===== config.mk =====
export PLATFORM = sky130hd
export DESIGN_NAME = song_clk_gen
export DESIGN_NICKNAME = d
export VERILOG_FILES = /design/src/rtl/song_clk_gen.sv
export SDC_FILE = /design/constraint.sdc
export NUM_CORES = 1
export LEC_CHECK = 0
export CAP_MARGIN = 20
export CORE_AREA = 4 4 78 66
export DETAILED_ROUTE_END_ITERATION = 8
export DIE_AREA = 0 0 82 70
export GPL_ROUTABILITY_DRIVEN = 0
export PLACE_DENSITY = 0.74
export SLEW_MARGIN = 25
export SYNTH_ARGS = -nofsm -noshare
export SYNTH_HDL_FRONTEND = slang
export SYNTH_SLANG_ARGS = --single-unit

===== constraint.sdc =====
create_clock -name i_clk_50MHz -period 3.05 [get_ports i_clk_50MHz]
set_clock_uncertainty 0.15 [all_clocks]
set_input_delay 0.305 -clock i_clk_50MHz [delete_from_list [all_inputs] [get_ports i_clk_50MHz]]
set_output_delay 0.305 -clock i_clk_50MHz [all_outputs]
set_load 0.05 [all_outputs]

===== src/rtl/song_clk_gen.sv =====
// ---------------------------------------------------------------------------
// song_clk_gen
//   Clock/tempo generator for the song player. It derives a free-running
//   tone reference clock and a note-step clock from the board clock. The
//   note-step clock has play/pause/stop control and a selectable tempo. It
//   also provides a one-cycle beat pulse and a beat index.
//
// Build option:
//   SONG_CLK_GEN_FAST_SIM_EN - when defined, TONE_DIV is forced to 2 and
//   BEAT_HALF is forced to 8 so that simulations stay short. Tempo scaling
//   still applies, giving half-periods of 4, 8 or 16 cycles.
//
// Ports:
//   i_clk_50MHz  system clock
//   i_rst        asynchronous reset, active-high
//   i_start      one-cycle pulse: play or resume
//   i_pause      one-cycle pulse: toggle between pause and play
//   i_stop       one-cycle pulse: stop and rewind
//   i_tempo      00/11 nominal, 01 double speed, 10 half speed
//   o_clk_5MHz   tone reference clock, 50% duty
//   o_clk_4Hz    note-step clock, 50% duty while running
//   o_beat_tick  one-cycle pulse on each o_clk_4Hz rising transition
//   o_beat_cnt   number of o_clk_4Hz rises since the last stop (wraps)
//   o_running    high in the RUN state
//   o_paused     high in the PAUSE state
//
// States:
//   state  | meaning
//   IDLE   | stopped and rewound; note clock held low
//   RUN    | beat counter advancing; note clock toggling
//   PAUSE  | beat counter, note clock level and beat index frozen
// ---------------------------------------------------------------------------
module song_clk_gen #(
  parameter int TONE_DIV  = 10,
  parameter int BEAT_HALF = 6250000,
  parameter int CNT_W     = 25
) (
  input  logic       i_clk_50MHz,
  input  logic       i_rst,
  input  logic       i_start,
  input  logic       i_pause,
  input  logic       i_stop,
  input  logic [1:0] i_tempo,
  output logic       o_clk_5MHz,
  output logic       o_clk_4Hz,
  output logic       o_beat_tick,
  output logic [7:0] o_beat_cnt,
  output logic       o_running,
  output logic       o_paused
);

`ifdef SONG_CLK_GEN_FAST_SIM_EN
  localparam int TONE_DIV_E  = 2;
  localparam int BEAT_HALF_E = 8;
`else
  localparam int TONE_DIV_E  = TONE_DIV;
  localparam int BEAT_HALF_E = BEAT_HALF;
`endif

  localparam int TONE_W = (TONE_DIV_E > 2) ? $clog2(TONE_DIV_E / 2) : 1;
  localparam logic [TONE_W-1:0] TONE_TC = TONE_W'(TONE_DIV_E / 2 - 1);

  localparam logic [CNT_W-1:0] HALF_NOM_M1  = CNT_W'(BEAT_HALF_E - 1);
  localparam logic [CNT_W-1:0] HALF_FAST_M1 = CNT_W'(BEAT_HALF_E / 2 - 1);
  localparam logic [CNT_W-1:0] HALF_SLOW_M1 = CNT_W'(2 * BEAT_HALF_E - 1);

  localparam logic [1:0] ST_IDLE  = 2'd0;
  localparam logic [1:0] ST_RUN   = 2'd1;
  localparam logic [1:0] ST_PAUSE = 2'd2;

  logic [TONE_W-1:0] r_tone_cnt;
  logic              r_clk_5mhz;

  logic [1:0]        r_state;
  logic [1:0]        w_state_nxt;

  logic [CNT_W-1:0]  r_beat_cnt;
  logic [CNT_W-1:0]  w_half_m1;
  logic              w_beat_tc;
  logic              r_clk_4hz;
  logic              r_beat_tick;
  logic [7:0]        r_beat_idx;
  logic [1:0]        r_tempo_q;

  // Tone path: free-running, unaffected by the player controls.
  always_ff @(posedge i_clk_50MHz or posedge i_rst) begin
    if (i_rst) begin
      r_tone_cnt <= '0;
      r_clk_5mhz <= 1'b0;
    end else if (r_tone_cnt == TONE_TC) begin
      r_tone_cnt <= '0;
      r_clk_5mhz <= ~r_clk_5mhz;
    end else begin
      r_tone_cnt <= r_tone_cnt + TONE_W'(1);
    end
  end

  // Control priority is stop > start > pause. In RUN a start wins over a
  // simultaneous pause and does nothing, so the player keeps running.
  always_comb begin
    w_state_nxt = r_state;
    case (r_state)
      ST_IDLE: begin
        if (!i_stop && i_start) w_state_nxt = ST_RUN;
      end
      ST_RUN: begin
        if (i_stop)                   w_state_nxt = ST_IDLE;
        else if (!i_start && i_pause) w_state_nxt = ST_PAUSE;
      end
      ST_PAUSE: begin
        if (i_stop)                  w_state_nxt = ST_IDLE;
        else if (i_start || i_pause) w_state_nxt = ST_RUN;
      end
      default: w_state_nxt = ST_IDLE;
    endcase
  end

  always_ff @(posedge i_clk_50MHz or posedge i_rst) begin
    if (i_rst) r_state <= ST_IDLE;
    else       r_state <= w_state_nxt;
  end

  always_comb begin
    w_half_m1 = HALF_NOM_M1;
    case (r_tempo_q)
      2'b01:   w_half_m1 = HALF_FAST_M1;
      2'b10:   w_half_m1 = HALF_SLOW_M1;
      default: w_half_m1 = HALF_NOM_M1;
    endcase
  end

  assign w_beat_tc = (r_beat_cnt == w_half_m1);

  // Beat path. A stop clears everything, even on a terminal count, so no
  // beat pulse is issued in that cycle. The tempo is only resampled when the
  // half-period restarts (or while idle), so a tempo change never cuts a
  // half-period short.
  always_ff @(posedge i_clk_50MHz or posedge i_rst) begin
    if (i_rst) begin
      r_beat_cnt  <= '0;
      r_clk_4hz   <= 1'b0;
      r_beat_tick <= 1'b0;
      r_beat_idx  <= 8'd0;
      r_tempo_q   <= 2'b00;
    end else begin
      r_beat_tick <= 1'b0;
      if (i_stop || (r_state == ST_IDLE)) begin
        r_beat_cnt <= '0;
        r_clk_4hz  <= 1'b0;
        r_beat_idx <= 8'd0;
      end else if (r_state == ST_RUN) begin
        if (w_beat_tc) begin
          r_beat_cnt <= '0;
          r_clk_4hz  <= ~r_clk_4hz;
          if (!r_clk_4hz) begin
            r_beat_tick <= 1'b1;
            r_beat_idx  <= r_beat_idx + 8'd1;
          end
        end else begin
          r_beat_cnt <= r_beat_cnt + CNT_W'(1);
        end
      end

      if ((r_state == ST_IDLE) || ((r_state == ST_RUN) && !i_stop && w_beat_tc))
        r_tempo_q <= i_tempo;
    end
  end

  assign o_clk_5MHz  = r_clk_5mhz;
  assign o_clk_4Hz   = r_clk_4hz;
  assign o_beat_tick = r_beat_tick;
  assign o_beat_cnt  = r_beat_idx;
  assign o_running   = (r_state == ST_RUN);
  assign o_paused    = (r_state == ST_PAUSE);

endmodule


# Word-level counts from Yosys, hierarchy flattened
# Index checks and enable logic that the tools add are counted.
# word_totals
reg_bits,43
latch_bits,0
mem_bits_rw,0
mem_bits_ro,0
in_bits,7
word_cells,60
mem_count,0
# op_classes
n_addsub,3
n_mul,0
div_mod_pow,0
magnitude_cmp,0
n_eq_ne,10
n_shift,0
n_mux,22
bitwise,2
reduce_logical,15
# op_table
operator,count
$mux 25,3
$pmux 24 s2,1
$mux 8,4
$add 25x1->25 const B,1
$eq 25x25->1,1
$mux 2,5
$add 8x1->8 const B,1
$mux 1,7
$ne 3x2->1 const B,2
$pmux 2 s3,1
$reduce_and 3->1,2
$eq 2x1->1 const B,2
$eq 2x2->1 const B,2
$logic_and 1x1->1,4
$reduce_bool 2->1,2
$add 3x1->3 const B,1
$eq 3x3->1 const B,1
$logic_or 1x1->1,3
$mux 3,1
$logic_not 1->1,2
$logic_not 2->1,1
$ne 2x1->1 const B,1
$ne 2x2->1 const B,1
$not 1->1,2
$reduce_and 2->1,1

# Depth between registers and ports, before layout
# depth
ltp_word,6
mapped_depth,8

# Worst setup path after synthesis
# OpenSTA, ideal clock, no wires.
# synth_timing
path_kind,register to register
start,register r_tempo_q[0]
end,"register r_beat_idx[5], in the netlist o_beat_cnt[5]"
setup_time_ps,78
arrival_ps,2210
setup_slack_ps,612
stages_incl_launch_ff,8
synth_period_minus_slack_ps,2438
cell_sequence,dfrtp_1 inv_1 ha_1 or4bb_4 a211oi_2 nand4_1 or4_1 a21oi_1
# synth_between
elab_chain_len,5
# synth_lines
element,line,text
from (decl),83,logic [1:0] r_tempo_q;
from (signal assigned),165,r_tempo_q <= i_tempo;
$eq 2x2->1 or $eq 2x1->1 (tied branches),125,case (r_tempo_q)
$pmux 24 s2 *,125,
$eq 25x25->1 *,132,assign w_beat_tc = (r_beat_cnt == w_half_m1);
$reduce_bool 2->1 (no source line) *,--,
$reduce_and 3->1 (no source line) *,--,
to (signal assigned),157,r_beat_idx <= r_beat_idx + 8'd1;
to (decl),82,logic [7:0] r_beat_idx;
# Every way passes the cells marked *; elsewhere a longest branch is shown, timed or not.
# A chain may end at the register's enable or synchronous reset.

# Worst setup path after layout
# Ends and elaborated chain as after synthesis.

==> summary.txt <==
Die outline width: 82 um
Post-route fraction of the period consumed by the critical path: 88.1%
Most used flip-flop cell after synthesis: sky130_fd_sc_hd__dfrtp_1
Number of instances in the synthesized netlist: 237
Final HPWL DP: 3.42 mm
Initial antenna violation count: 0
Antenna-violating nets left: 0
Post-synthesis register bit count: 43
# placed instances: 313
Critical path data arrival time: 2.76 ns
Fraction of synthesized cell area taken by the top area cell type: 46.2%
Root buffer selected by CTS: sky130_fd_sc_hd__clkbuf_8
Cell with the biggest individual delay on the critical path: sky130_fd_sc_hd__or4bb_4
Largest buffer count on any clock path: 2
Cell-by-cell trace of the critical path: inv_1 -> ha_1 -> or4bb_4 -> a211oi_2 -> nand4_1 -> buf_4 -> or4_1 -> a21oi_1
Detail-routed via count per cell: 5.69
Result of the run: finished clean
Portion of the post-synthesis area used by sequential elements: 46.2%
Multi-input gate area in the final layout: 1190 um^2
Clock tree from TritonCTS: yes
Yosys synthesis warning count: 0
Sinks on the clock net: 43
Post-synthesis average cell area: 9.82 um^2
Crit Reg-Reg Endpoint: o_beat_cnt[5]$_DFFE_PP0P_
Net Count, Synth: 250
Layout filler cell count: 382
Critical Path Source Type: register
CP peak stage delay: 0.57 ns
Largest net degree at the start of global routing: 31
Transition at the pin with the smallest max-transition slack: 0.987 ns
Hold Fails Final Rpt: 0
Hold Path Class: in2async
Post-route non-filler standard cell count: 321
Final routed DRC violation total: 0
Setup violations, final: 0
Required arrival time at the worst endpoint: 3.13 ns
GR Util All Layers: 18.4%
Number of nets in the final layout: 273
Detailed Routing Iterations Pass 1: 4
Sequential Area: 1080 um^2
Leftover overflow at the end of global routing: 0
Cells on worst reg2reg path: 8
Cts repair resizes: 0
Area of the core: 4400 um^2
First-pass GRT wire length: 8.25 mm
Max Clock Freq: 0.372 GHz
Area of the mapped netlist: 2330 um^2
Worst setup path class: reg2reg
Max-cap violations: 0
Unrepaired setup endpoints after global routing: no
H-tree levels: 2
Max-slew violations: 0
EDFF count, synth: 0
Worst-skew pair later-pin latency: 0.30 ns
Routed wire length: 4.73 mm
Maximum ir drop on the vdd rail: 282 uV
Die footprint: 5740 um^2
Min Clock Period, post-route: 2.69 ns
Fraction of layout cells with a size suffix above 1: 8.81%
Largest driver fanout on the critical path: 15
Most area-consuming cells after synthesis: sky130_fd_sc_hd__dfrtp_1 (46%), sky130_fd_sc_hd__xor2_1 (7.1%), sky130_fd_sc_hd__nand4_1 (5.1%)
Number of global-route vias before repair: 1762
Number of distinct library cells after synthesis: 41
Avg WL per Cell: 14.7 um
Lkg Pwr: 1.08 nW
Total power density per cell area: 374 nW/um^2
Cell row count: 22
Clock-pin slew reported for the worst setup and hold paths after clock tree synthesis: 0.08 ns
Dominant cell type by area after synthesis: sky130_fd_sc_hd__dfrtp_1
Area growth from synthesis to layout: 15.5%
Number of buffers inserted for hold repair after clock tree synthesis: 0
Number of buffer cells added on primary ports: 19
Number of buffers created by CTS: 5
CP endpoint kind: register
Number of design-rule violations left by the first detailed-router iteration: 110
Effective utilization at floorplan: 52.9%
Minimum setup slack among reg-to-reg paths: 0.36 ns
Cell types with the highest counts after synthesis: sky130_fd_sc_hd__dfrtp_1 (43), sky130_fd_sc_hd__nor2_1 (31), sky130_fd_sc_hd__nand4_1 (19), sky130_fd_sc_hd__xor2_1 (19), sky130_fd_sc_hd__nand3_1 (12)
Beginning of the worst register-to-register path: r_tempo_q[0]$_DFFE_PP0P_
Die Y: 70 um
Setup_tns: 0 ns
Vias after detailed routing: 1827
Library cell with the highest instance count after synthesis: sky130_fd_sc_hd__dfrtp_1
Final worst hold slack: 0.202 ns
Boundary pin count: 20
Async S/R FF share, synth: 100%
Max-slew headroom: 34.0%
Antenna cells: 0
Post-CTS setup-driven buffer insertion count: 0
==> cells in the final DEF, fill, tap and decap left out, drive strengths merged, types with 4 or more instances in the layout <==
master / n
clkbuf: 7
a21oi: 9
ha: 6
clkdlybuf4s50: 19
mux2i: 4
nand2: 11
xnor2: 6
nor2: 31
or4: 6
buf: 6
xor2: 19
and2: 5
inv: 6
nand3: 12
nand4: 19
o31ai: 4
or3: 4
and3: 5
dfrtp: 43
==> cell families after synthesis <==
family | after synthesis | share of synthesized area (%)
compound gates | 26 | 7.90
xor+xnor | 25 | 9.40
fa+ha+maj | 6 | 3.22
buf+inv | 16 | 2.74
flops | 43 | 46.2
mux | 6 | 2.69
simple gates | 115 | 27.8
==> layout make-up <==
class / count / area share [%]
clock buffer: 7 / 2.84
clock inverter: 1 / 0.186
inverter: 7 / 1.02
multi-input combinational: 178 / 44.4
sequential: 43 / 40.0
tap: 60 / 2.79
timing repair buffer: 25 / 8.75
==> worst max-delay path: cells and delay by family, from the launching register on <==
family                   cells  cell delay (ns)
AND/OR/NAND/NOR              3             1.18
flip-flops                   1             0.37
AO/OA/AOI/OAI                2             0.34
adder cells (fa/ha/maj)      1             0.33
buffers and inverters        2             0.25
==> how the worst max path moves through the flow <==
stage                             start                        end  cells past startpoint  slack, ns
3_3_place_gp   r_tempo_q[0]$_DFFE_PP0P_  o_beat_cnt[5]$_DFFE_PP0P_                      8       0.45
4_1_cts        r_tempo_q[0]$_DFFE_PP0P_  o_beat_cnt[7]$_DFFE_PP0P_                      8       0.36
5_1_grt        r_tempo_q[0]$_DFFE_PP0P_  o_beat_cnt[4]$_DFFE_PP0P_                      8       0.23
6_report       r_tempo_q[0]$_DFFE_PP0P_  o_beat_cnt[5]$_DFFE_PP0P_                      8       0.36
3_5_place_dp   r_tempo_q[0]$_DFFE_PP0P_  o_beat_cnt[5]$_DFFE_PP0P_                      8       0.39
2_1_floorplan  r_tempo_q[0]$_DFFE_PP0P_  o_beat_cnt[5]$_DFFE_PP0P_                      7       0.61
==> stage by stage <==
stage          utilization, %  setup WS, ns  power, mW  cell area [um^2]
2_1_floorplan               -         0.612      0.640              2330
3_3_place_gp             59.1         0.454      0.667              2600
3_5_place_dp             59.1         0.386      0.670              2600
4_1_cts                  60.9         0.364       1.02              2680
5_1_grt                  61.1         0.231       1.05              2690
6_report                 61.1         0.364       1.01              2690
==> registers in the layout, indices dropped and copies added (netlist names) <==
name	cells
r_beat_cnt	25
o_beat_cnt	8
o_beat_tick	1
o_clk_5MHz	1
r_tempo_q	2
o_clk_4Hz	1
r_state	2
r_tone_cnt	3
==> power by group <==
part           internal, mW  switching [mW]
combinational        0.0304          0.0471
clock                 0.161           0.188
sequential            0.575         0.00588
total                 0.766           0.241
==> metal layers <==
metal	vias to the layer above	track usage [%]	routed length [um]
met5	-	0	0
met4	0	6.09	65
met3	7	3.48	144
met2	24	28.4	2120
met1	895	25.7	2390
li1	901	-	-
No activity file was read; power rests on OpenSTA's default activity.
